**src/rtl/mem_stage.sv**
```systemverilog
// Data-memory pipeline stage: bus handshake FSM, store lane steering, load extract, M->W registers.
// Optional misaligned-access trap enabled by defining MEM_MISALIGN_CHECK_EN.
module mem_stage #(
    parameter int WAIT_MAX = 15
) (
    input  logic        clk,
    input  logic        rst,
    input  logic [31:0] ALUResultM,
    input  logic [31:0] WriteDataM,
    input  logic [31:0] PCPlus4M,
    input  logic [4:0]  RdM,
    input  logic        RegWriteM,
    input  logic [1:0]  ResultSrcM,
    input  logic        MemReadM,
    input  logic        MemWriteM,
    input  logic [2:0]  Funct3M,
    output logic        dmem_req,
    output logic        dmem_we,
    output logic [31:0] dmem_addr,
    output logic [31:0] dmem_wdata,
    output logic [3:0]  dmem_be,
    input  logic [31:0] dmem_rdata,
    input  logic        dmem_ready,
    output logic        StallM,
    output logic [31:0] ReadDataW,
    output logic [31:0] ALUResultW,
    output logic [31:0] PCPlus4W,
    output logic [4:0]  RdW,
    output logic        RegWriteW,
    output logic [1:0]  ResultSrcW,
    output logic        BusErrW,
    output logic        MisalignW
);

    localparam int CW = (WAIT_MAX < 1) ? 1 : $clog2(WAIT_MAX + 1);

    typedef enum logic {S_IDLE, S_WAIT} state_t;

    state_t      r_state, w_state_next;
    logic [CW-1:0] r_cnt;
    logic        r_we;
    logic [31:0] r_addr, r_wdata;
    logic [3:0]  r_be;
    logic [2:0]  r_f3;
    logic [1:0]  r_lo;

    logic        w_byte, w_half, w_mis, w_access, w_timeout;
    logic [3:0]  w_be_m;
    logic [31:0] w_wdata_m, w_load;
    logic [2:0]  w_sel_f3;
    logic [1:0]  w_sel_lo;
    logic [7:0]  w_b;
    logic [15:0] w_h;

    assign w_byte = (Funct3M[1:0] == 2'b00);
    assign w_half = (Funct3M[1:0] == 2'b01);

`ifdef MEM_MISALIGN_CHECK_EN
    assign w_mis = (MemReadM | MemWriteM) &
                   ((w_half & ALUResultM[0]) | (~w_byte & ~w_half & (|ALUResultM[1:0])));
`else
    assign w_mis = 1'b0;
`endif

    assign w_access  = (MemReadM | MemWriteM) & ~w_mis;
    assign w_timeout = (r_state == S_WAIT) && (r_cnt == CW'(WAIT_MAX)) && !dmem_ready;

    always_comb begin
        w_be_m    = 4'hF;
        w_wdata_m = WriteDataM;
        if (MemWriteM) begin
            if (w_byte) begin
                w_be_m    = 4'b0001 << ALUResultM[1:0];
                w_wdata_m = {4{WriteDataM[7:0]}};
            end else if (w_half) begin
                w_be_m    = 4'b0011 << {ALUResultM[1], 1'b0};
                w_wdata_m = {2{WriteDataM[15:0]}};
            end
        end
    end

    // While waiting the M inputs are stalled, but the lane info is taken from the held copy.
    assign w_sel_f3 = (r_state == S_WAIT) ? r_f3 : Funct3M;
    assign w_sel_lo = (r_state == S_WAIT) ? r_lo : ALUResultM[1:0];

    always_comb begin
        w_b = dmem_rdata[7:0];
        case (w_sel_lo)
            2'd1:    w_b = dmem_rdata[15:8];
            2'd2:    w_b = dmem_rdata[23:16];
            2'd3:    w_b = dmem_rdata[31:24];
            default: w_b = dmem_rdata[7:0];
        endcase
        w_h = w_sel_lo[1] ? dmem_rdata[31:16] : dmem_rdata[15:0];
        case (w_sel_f3)
            3'b000:  w_load = {{24{w_b[7]}}, w_b};
            3'b001:  w_load = {{16{w_h[15]}}, w_h};
            3'b100:  w_load = {24'h0, w_b};
            3'b101:  w_load = {16'h0, w_h};
            default: w_load = dmem_rdata;
        endcase
    end

    always_comb begin
        w_state_next = r_state;
        dmem_req     = 1'b0;
        dmem_we      = 1'b0;
        dmem_addr    = {ALUResultM[31:2], 2'b00};
        dmem_wdata   = w_wdata_m;
        dmem_be      = w_be_m;
        StallM       = 1'b0;
        case (r_state)
            S_IDLE: begin
                if (w_access) begin
                    dmem_req = 1'b1;
                    dmem_we  = MemWriteM;
                    if (!dmem_ready) begin
                        StallM       = 1'b1;
                        w_state_next = S_WAIT;
                    end
                end
            end
            S_WAIT: begin
                dmem_we    = r_we;
                dmem_addr  = r_addr;
                dmem_wdata = r_wdata;
                dmem_be    = r_be;
                dmem_req   = ~w_timeout;
                StallM     = ~dmem_ready & ~w_timeout;
                if (dmem_ready || w_timeout)
                    w_state_next = S_IDLE;
            end
            default: w_state_next = S_IDLE;
        endcase
        if (rst) begin
            dmem_req = 1'b0;
            StallM   = 1'b0;
        end
    end

    always_ff @(posedge clk or posedge rst) begin
        if (rst) begin
            r_state <= S_IDLE;
            r_cnt   <= '0;
            r_we    <= 1'b0;
            r_addr  <= '0;
            r_wdata <= '0;
            r_be    <= '0;
            r_f3    <= '0;
            r_lo    <= '0;
        end else begin
            r_state <= w_state_next;
            if (r_state == S_IDLE) begin
                r_cnt   <= '0;
                r_we    <= MemWriteM;
                r_addr  <= {ALUResultM[31:2], 2'b00};
                r_wdata <= w_wdata_m;
                r_be    <= w_be_m;
                r_f3    <= Funct3M;
                r_lo    <= ALUResultM[1:0];
            end else if (w_state_next == S_WAIT) begin
                r_cnt <= r_cnt + 1'b1;
            end
        end
    end

    always_ff @(posedge clk or posedge rst) begin
        if (rst) begin
            ReadDataW  <= '0;
            ALUResultW <= '0;
            PCPlus4W   <= '0;
            RdW        <= '0;
            RegWriteW  <= 1'b0;
            ResultSrcW <= '0;
            BusErrW    <= 1'b0;
            MisalignW  <= 1'b0;
        end else if (StallM) begin
            RegWriteW <= 1'b0;
            BusErrW   <= 1'b0;
            MisalignW <= 1'b0;
        end else begin
            ReadDataW  <= w_load;
            ALUResultW <= ALUResultM;
            PCPlus4W   <= PCPlus4M;
            RdW        <= RdM;
            ResultSrcW <= ResultSrcM;
            RegWriteW  <= RegWriteM & ~w_timeout & ~w_mis;
            BusErrW    <= w_timeout;
            MisalignW  <= w_mis;
        end
    end

endmodule

```
**config.mk**
```make
export PLATFORM = sky130hd
export DESIGN_NAME = mem_stage
export DESIGN_NICKNAME = d
export VERILOG_FILES = /design/src/rtl/mem_stage.sv
export SDC_FILE = /design/constraint.sdc
export NUM_CORES = 1
export LEC_CHECK = 0
export ABC_AREA = 1
export BUFFER_PORTS_ARGS = -buffer_cell sky130_fd_sc_hd__buf_2
export CAP_MARGIN = 30
export CELL_PAD_IN_SITES_DETAIL_PLACEMENT = 1
export CELL_PAD_IN_SITES_GLOBAL_PLACEMENT = 1
export CORE_ASPECT_RATIO = 2
export CORE_MARGIN = 2
export CORE_UTILIZATION = 25
export CTS_CLUSTER_DIAMETER = 150
export CTS_CLUSTER_SIZE = 14
export DETAILED_ROUTE_END_ITERATION = 6
export GPL_TIMING_DRIVEN = 0
export MAX_ROUTING_LAYER = met4
export PLACE_DENSITY_LB_ADDON = 0.15
export SLEW_MARGIN = 25
export SYNTH_ARGS = -nofsm -noshare
export SYNTH_HDL_FRONTEND = slang
export SYNTH_SLANG_ARGS = --single-unit
```
**constraint.sdc**
```tcl
create_clock -name clk -period 4.7 [get_ports clk]
set_input_delay 0 -clock clk [delete_from_list [all_inputs] [get_ports clk]]
set_output_delay 0 -clock clk [all_outputs]
set_load 0.05 [all_outputs]
```
Word level (Yosys, flattened, before mapping)
Index checks and enable logic that the tools add are counted.
- output and inout port bits: 177
- logic and storage cells: 68
- input bits: 144
- register bits: 184
- bitwise logic cells: 6
- reductions and logical operators: 6
- $add $sub $neg: 1
- equality and inequality tests: 9
- shift-type cells: 2
- muxes and demuxes: 29
- operators with widths (operator ; count):
    $mux 32 ; 5
    $pmux 32 s4 ; 1
    $mux 4 ; 6
    $pmux 8 s3 ; 1
    $mux 16 ; 1
    $mux 1 ; 9
    $pmux 1 s2 ; 4
    $eq 3x3->1 const B ; 2
    $add 4x1->4 const B ; 1
    $eq 2x1->1 const B ; 2
    $eq 2x2->1 const B ; 2
    $eq 4x4->1 const B ; 1
    $shl 1x2->4 const A ; 1
    $shl 2x2->4 const A ; 1
    $eq 3x1->1 const B ; 1
    $logic_not 3->1 ; 1
    $mux 3 ; 1
    $not 1->1 ; 3
    $and 1x1->1 ; 2
    $logic_and 1x1->1 ; 2
    $logic_not 2->1 ; 1
    $mux 2 ; 1
    $ne 2x1->1 const B ; 1
    $logic_not 1->1 ; 1
    other kinds (2) ; 2

Depth between registers and ports, before layout
Gate-level depths: netlist (run 1).
- depth in word-level cells: 8
- depth in mapped cells: 11
- depth with buffers taken out: 10

Least setup slack after synthesis (run 1)
OpenSTA, ideal clock, no wires.
- path type: input to register
- start point: input port rst
- end point: register PCPlus4W[0]
- stages: 7
- arrival time: 5.063 ns
- path buffers: 2
- setup slack: -0.428 ns
- data required time: 4.635 ns
- cells stage by stage: inv_1 -> nand4_2 -> inv_2 -> buf_4 -> buf_4 -> nand2_1 -> nand2_1
- cells in the longest elaborated chain, start to end: 1
- ends and longest elaborated chain (element ; line ; source):
    start: declaration ; 7 ; input logic rst,
    $mux 1 ; 135 ; if (rst) begin
    named net StallM ; 24 ; output logic StallM,
    end signal: assignment ; 184 ; PCPlus4W <= PCPlus4M;
    end: declaration ; 27 ; output logic [31:0] PCPlus4W,
The timed path passes the listed nets, and every way through them passes these cells.
A chain may end at the register's enable or synchronous reset.

Final worst setup path (run 1)
- start point: input port rst
- end point: register RegWriteW
- cells in the longest elaborated chain, start to end: 2
- ends and longest elaborated chain (element ; line ; source):
    $mux 1 ; 135 ;
    $mux 1 ; 177 ; end else if (StallM) begin
    end signal: assignment ; 187 ; RegWriteW <= RegWriteM & ~w_timeout & ~w_mis;
    end: declaration ; 29 ; output logic RegWriteW,
No other way between the ends.

==> metrics.txt, run 1 <==
period utilization 0.568; P&R area growth vs syn 53.5%; final setup skew 0.0101 ns; vias per std cell 4.32; Root Driver clkbuf_16; remaining routing DRC violations 0; CP Capture Type register; top cell type's share of synthesized area 0.562; CP max FO 28; Worst Setup Start Kind input port; final hold vios 0; Worst Setup Path Type in2reg; DRT Wirelength 33.4 mm; ranking of synthesized cells by area dfrtp_1, nand2_1, inv_1; commonest non-fill, non-tap cell in the layout nand2_1; I/O Pins 321; Psw 1.79 mW; Post-synth EDFFs 0; antenna viol nets, final 0; Die X 132 um; Ys Warns 0; Setup-failing EPs final 0; CTS sink count 184; Final Max Slew Viols 0; Cells after Synth 1005; post-synthesis cell area 8190 um^2; RSZ-0062 raised after global routing no; Routed wire per std cell 17.2 um; first-pass GRT wire length 52.6 mm; net count after synthesis 1150; hold buffers post-CTS 155; gp weighted congestion 0.832; antenna violations before repair 2; fill cell count 4009; clock-pin slew on the worst setup and hold paths 0.07 ns; DRT Pass-1 Iters 4; slew of the pin with the lowest slew margin 0.637 ns; Mean Syn Cell Area 8.15 um^2; Seq cells post-synth 184; Final min period 2.67 ns; Post-synth top flop dfrtp_1; combinational power share 0.314; Max clock buf depth 2; Int Pwr 2.89 mW; Die Ht 260 um; remaining global-route overflow 0; Initial Util 0.254; Async SR Flop Fraction 1.00; FMAX 375 MHz; Peak VDD IR 248 uV; Leakage Power 6.74 nW; largest net degree at the start of global routing 31; clock latency on the worst-skew pair 0.45 ns; Worst EP arrival 3.05 ns; setup TNS 0 ns; dominant cell type by area after synthesis dfrtp_1; Total GRT Usage 0.205; sw frac 0.383; pwr/cell area 373 nW/um^2; PnR Total Power 4.69 mW; die area 34300 um^2; status finished, final reports clean; Final HPWL DP 26.0 mm; Unique masters post-synth 31; std cell rows 93; vias in the first global route 9482; DRT iter0 DRCs 226; fin nets 1650; PortBufs 319; layout cells sized above 1 0.278; Max Cap Viol 0; sequential share of power 0.388; Worst Path Required 5.08 ns; via count 8411; Core Footprint 32200 um^2; CTS tree built; CTS H-Tree Depth 4; total setup buffers inserted after CTS 0; Num CTS Buffers 17; Seq/Total Area, Yosys 0.562; hold crit path type in2reg; clock power share 0.298; CTS resizes 0; Max transition margin 0.575; most frequent cells in the layout nand2_1, buf_2, dfrtp_1
[state kept, by name, indices dropped and copies added, names as in the netlist, 2 cells and up]
register    count
r_addr         32
ALUResultW     32
PCPlus4W       32
ReadDataW      32
r_f3            3
r_cnt           4
RdW             5
r_wdata        32
ResultSrcW      2
r_lo            2
r_be            4
[kinds of logic (layout without fill, tap and decap cells)]
| family | Yosys count | in the layout | synth area share |
|---|---|---|---|
| simple gates | 526 | 526 | 0.261 |
| flops | 184 | 184 | 0.562 |
| buf+inv | 161 | 672 | 0.0862 |
| compound gates | 131 | 131 | 0.0870 |
| fa+ha+maj | 1 | 1 | 0.00153 |
| other cells | 1 | 3 | 0.000458 |
| xor+xnor | 1 | 1 | 0.00107 |
[area by class of cell]
type | instances | area (um^2) | share of cell area
diodes | 2 | 5.00 | 0.000398
plain buffers | 49 | 284 | 0.0226
clock buffers | 19 | 443 | 0.0352
clock inverters | 11 | 103 | 0.00816
inverters | 112 | 425 | 0.0338
multi-input cells | 660 | 2880 | 0.229
flip-flops and latches | 184 | 4600 | 0.366
well taps | 427 | 534 | 0.0425
repair buffers | 481 | 3300 | 0.262
[cell usage after synthesis, types with 2 or more instances]
cell and n:
nand3b_1 7, nor2_1 59, dfrtp_1 184, buf_1 4, nor2_2 2, o21ai_1 31, buf_6 4, buf_4 13
nand4_1 3, a21oi_2 7, clkbuf_1 11, inv_1 105, nand2_2 10, or2_1 4, nand2_1 395, a21oi_1 27
nand3_1 31, o21ai_0 44, or2_0 10, inv_2 6, a31oi_1 21, or2_2 2, buf_2 17
[power groups by stage]
| stage | clock network [mW] | registers, mW | logic (mW) |
|---|---|---|---|
| global route | 1.51 | 1.84 | 1.58 |
| global placement | 0 | 1.84 | 1.35 |
| finish | 1.39 | 1.82 | 1.47 |
| detailed placement | 0 | 1.85 | 1.37 |
| floorplan | 0 | 2.19 | 0.592 |
| CTS | 1.46 | 1.82 | 1.49 |
[critical path: stages]
cell           delay [ns]
dlygate4sd3_1        0.52
buf_2                0.12
clkinvlp_4           0.43
buf_12               0.36
nand4_2              0.24
buf_2                0.32
buf_2                0.29
nand3b_1             0.11
dlygate4sd3_1        0.57
inv_1                0.05
[layer usage]
layer	share of wire	up-vias	track usage
li1	-	4082	-
met1	0.34	4036	0.192
met2	0.57	231	0.399
met3	0.043	62	0.0365
met4	0.038	0	0.0921
met5	0	-	-
[metrics by stage]
| step | instances | instance area (um^2) | util | setup slack (ns) | hold slack (ns) |
|---|---|---|---|---|---|
| after CTS | 1943 | 12600 | 0.390 | 1.98 | 0.00869 |
| final | 1945 | 12600 | 0.390 | 2.03 | 0.0231 |
| after global routing | 1945 | 12600 | 0.390 | 1.80 | 0.0528 |
| after floorplan | 1005 | 8190 | - | 0.726 | 0.0845 |
| after global placement | 1751 | 10300 | 0.320 | -1.90 | 0.202 |
| after detailed placement | 1758 | 10500 | 0.325 | 2.49 | 0.0692 |
[path summary, 6_finish.rpt]
kind,startpoint,endpoint,slack [ns],depth (start not counted)
max,rst,RegWriteW,2.03,10
min,dmem_rdata[31],ReadDataW[31],0.02,7
max reg2reg,r_cnt[0],RegWriteW,2.19,10
min reg2reg,ResultSrcW[0],ResultSrcW[0],0.47,2
max in group asynchronous,rst,ALUResultW[20],3.63,6
min in group asynchronous,rst,PCPlus4W[18],0.15,3
Power figures use the tool's default switching activity.
==> inputs of run 2 (changes only) <==
--- a/config.mk
+++ b/config.mk
@@ -5,7 +5,7 @@
 export SDC_FILE = /design/constraint.sdc
 export NUM_CORES = 1
 export LEC_CHECK = 0
-export ABC_AREA = 1
+export ABC_AREA = 0
 export BUFFER_PORTS_ARGS = -buffer_cell sky130_fd_sc_hd__buf_2
 export CAP_MARGIN = 30
 export CELL_PAD_IN_SITES_DETAIL_PLACEMENT = 1
==> constraint.sdc (replaced) <==
create_clock -name clk -period 2.5 [get_ports clk]
set_input_delay 0 -clock clk [delete_from_list [all_inputs] [get_ports clk]]
set_output_delay 0 -clock clk [all_outputs]
set_load 0.05 [all_outputs]
==> run 2 against run 1 <==
  * Cell count down 10%
  * Critical endpoint is now StallM
  * Clock-buffer cell count down 1
  * Sequential power up 90%
  * Synthesized cell count down 19%
  * Register-to-register slack worse by 2.0 ns
  * Hold slack worse by 0.016 ns
  * Power up 91%
  * Wire length up 1.8%
==> metrics.txt, run 2 <==
Worst Setup Path Type reg2out; fill cell count 3830; Final HPWL DP 26.0 mm; CTS sink count 184; Setup crit start r_cnt[0]; commonest non-fill, non-tap cell in the layout buf_2; antenna violations before repair 2; CP max FO 10; Mean Syn Cell Area 10.3 um^2; Unique masters post-synth 49; RSZ-0062 raised after global routing no; pwr/cell area 702 nW/um^2; period utilization 0.955; Total GRT Usage 0.204; Post-synth top cells nand2_1, dfrtp_1, mux2i_1; vias in the first global route 9147; Seq/Total Area, Yosys 0.547; Worst Path Buf+Inv 4; Async SR Flop Fraction 1.00; Die X 134 um; DRT iter0 DRCs 198; post-synthesis cell area 8420 um^2; largest net degree at the start of global routing 28; via count 7990; top-count cell post-synth nand2_1; first-pass GRT wire length 52.9 mm; Core Footprint 33400 um^2; clock latency on the worst-skew pair 0.45 ns; final hold vios 0; P&R area growth vs syn 51.2%; final setup skew 0.00933 ns; antenna viol nets, final 0; Post-synth top flop dfrtp_1; I/O Pins 321; Peak VDD IR 481 uV; r2r startpoint r_cnt[0]; Final min period 2.39 ns; DRT Wirelength 34.0 mm; dominant cell type by area after synthesis dfrtp_1; most frequent cells in the layout buf_2, nand2_1, dfrtp_1; Cells after Synth 819; DRT Pass-1 Iters 4; Die Ht 263 um; CP Capture Type output port; Leakage Power 6.27 nW; die area 35200 um^2; Setup-failing EPs final 0; Worst Path Required 2.50 ns; layout cells sized above 1 0.349; Initial Util 0.252; net count after synthesis 964; ranking of synthesized cells by area dfrtp_1, nand2_1, mux2i_1; hold path startpoint ALUResultM[1]; worst r2r path cells 8; Worst Setup Start Kind register; max incr delay on CP 0.42 ns; minimum hold slack 0.00677 ns; cell family with most CP delay buffers and inverters; Seq cells post-synth 184; Setup crit end StallM; Worst R2R Setup Slack 0.18 ns; top cell type's share of synthesized area 0.547; status finished, final reports clean; Ys Warns 0; Num CTS Buffers 17; Worst path depth 7; hold crit path type in2reg; Root Driver clkbuf_16; remaining routing DRC violations 0; FMAX 419 MHz; CTS H-Tree Depth 4; Post-synth EDFFs 0; Worst EP arrival 2.39 ns; Max transition margin 0.488; clock-pin slew on the worst setup and hold paths 0.07 ns; Post-Route Utilization 0.381; Max Cap Viol 0; PortBufs 318; fin nets 1444; vias per std cell 4.57; gp weighted congestion 0.848; std cell rows 95; remaining global-route overflow 0; Max clock buf depth 2; slew of the pin with the lowest slew margin 0.767 ns; critical-path cell list ha_1, a41o_1, buf_2, or3_4, inv_6, buf_6, buf_6; Final Max Slew Viols 0; Routed wire per std cell 19.5 um; Reg2Reg Capture Point ResultSrcW[0]; CP max-delay cell dfrtp_1; CTS tree built; critical path's most frequent cell buf_6
run 2: cell types whose count changed after synthesis, sizes merged, moves of 15 or more:
cell and change:
a211oi +15, o21ai -45, nand2 -168, a21boi +32, nor2 -32, mux2i +59, inv -104, nand3 -30
mux2 +50
run 2: worst min-delay path, delay by kind of cell:
family / cells / cell delay (ns)
buffers and inverters: 2 / 0.28
multiplexers: 1 / 0.14
run 2: how the worst min path moves through the flow:
| stage | endpoint | slack [ns] | depth (start not counted) |
|---|---|---|---|
| 2_1_floorplan | BusErrW | 0.09 | 1 |
| 3_3_place_gp | PCPlus4W[8] | 0.20 | 3 |
| 3_5_place_dp | r_cnt[3] | 0.18 | 2 |
| 4_1_cts | r_lo[1] | 0.0005 | 3 |
| 5_1_grt | r_lo[1] | 0.02 | 3 |
| 6_report | r_lo[1] | 0.007 | 3 |
run 2: area by class of cell:
class / instances / area (um^2) / area share
Sequential cell: 184 / 4600 / 0.362
Buffer: 55 / 314 / 0.0247
Timing Repair Buffer: 462 / 3160 / 0.248
Antenna cell: 2 / 5.00 / 0.000393
Inverter: 7 / 35.0 / 0.00275
Clock inverter: 14 / 115 / 0.00905
Clock buffer: 18 / 439 / 0.0345
Tap cell: 436 / 546 / 0.0429
Multi-Input combinational cell: 572 / 3500 / 0.275
run 2: cell families (layout without fill, tap and decap cells):
kind of cell / Yosys count / in the layout / synth area share
AO/OA/AOI/OAI: 152 / 152 / 0.119
XOR/XNOR: 3 / 3 / 0.00312
adder cells (fa/ha/maj): 1 / 1 / 0.00149
buffers and inverters: 63 / 556 / 0.0375
flip-flops: 184 / 184 / 0.547
multiplexers: 110 / 110 / 0.141
other: 1 / 3 / 0.000446
AND/OR/NAND/NOR: 305 / 305 / 0.150
run 2: power by group:
part	switching, mW	leakage (nW)	internal (mW)	total, mW
clock network	1.31	0.269	1.33	2.64
logic	2.01	3.81	0.837	2.84
registers	0.161	2.20	3.29	3.46
run 2: timing repair:
item | CTS | global route
hold buffers | 136 | 0
gates resized for setup | 19 | 4
buffers inserted | 0 | 0
endpoints found under the setup margin | 44 | 6
endpoints found under the hold margin | 190 | 0
run 2: metal layers:
metal / vias up / track usage / routed length [um]
li1: 3760 / - / -
met1: 3916 / 0.193 / 11800
met2: 248 / 0.381 / 19000
met3: 66 / 0.0437 / 1700
met4: 0 / 0.103 / 1570
met5: - / - / 0
run 2: stage by stage:
step           instances  instance area (um^2)  TNS, ns  power [mW]  worst slack [ns]
2_1_floorplan        819                  8420  -0.0301        5.34           -0.0100
3_5_place_dp        1581                 10800        0        6.21           0.00220
5_1_grt             1750                 12700        0        9.39            0.0106
4_1_cts             1748                 12700        0        9.10            0.0392
6_report            1750                 12700        0        8.94             0.112
3_3_place_gp        1573                 10600  -271.92        6.14             -1.50
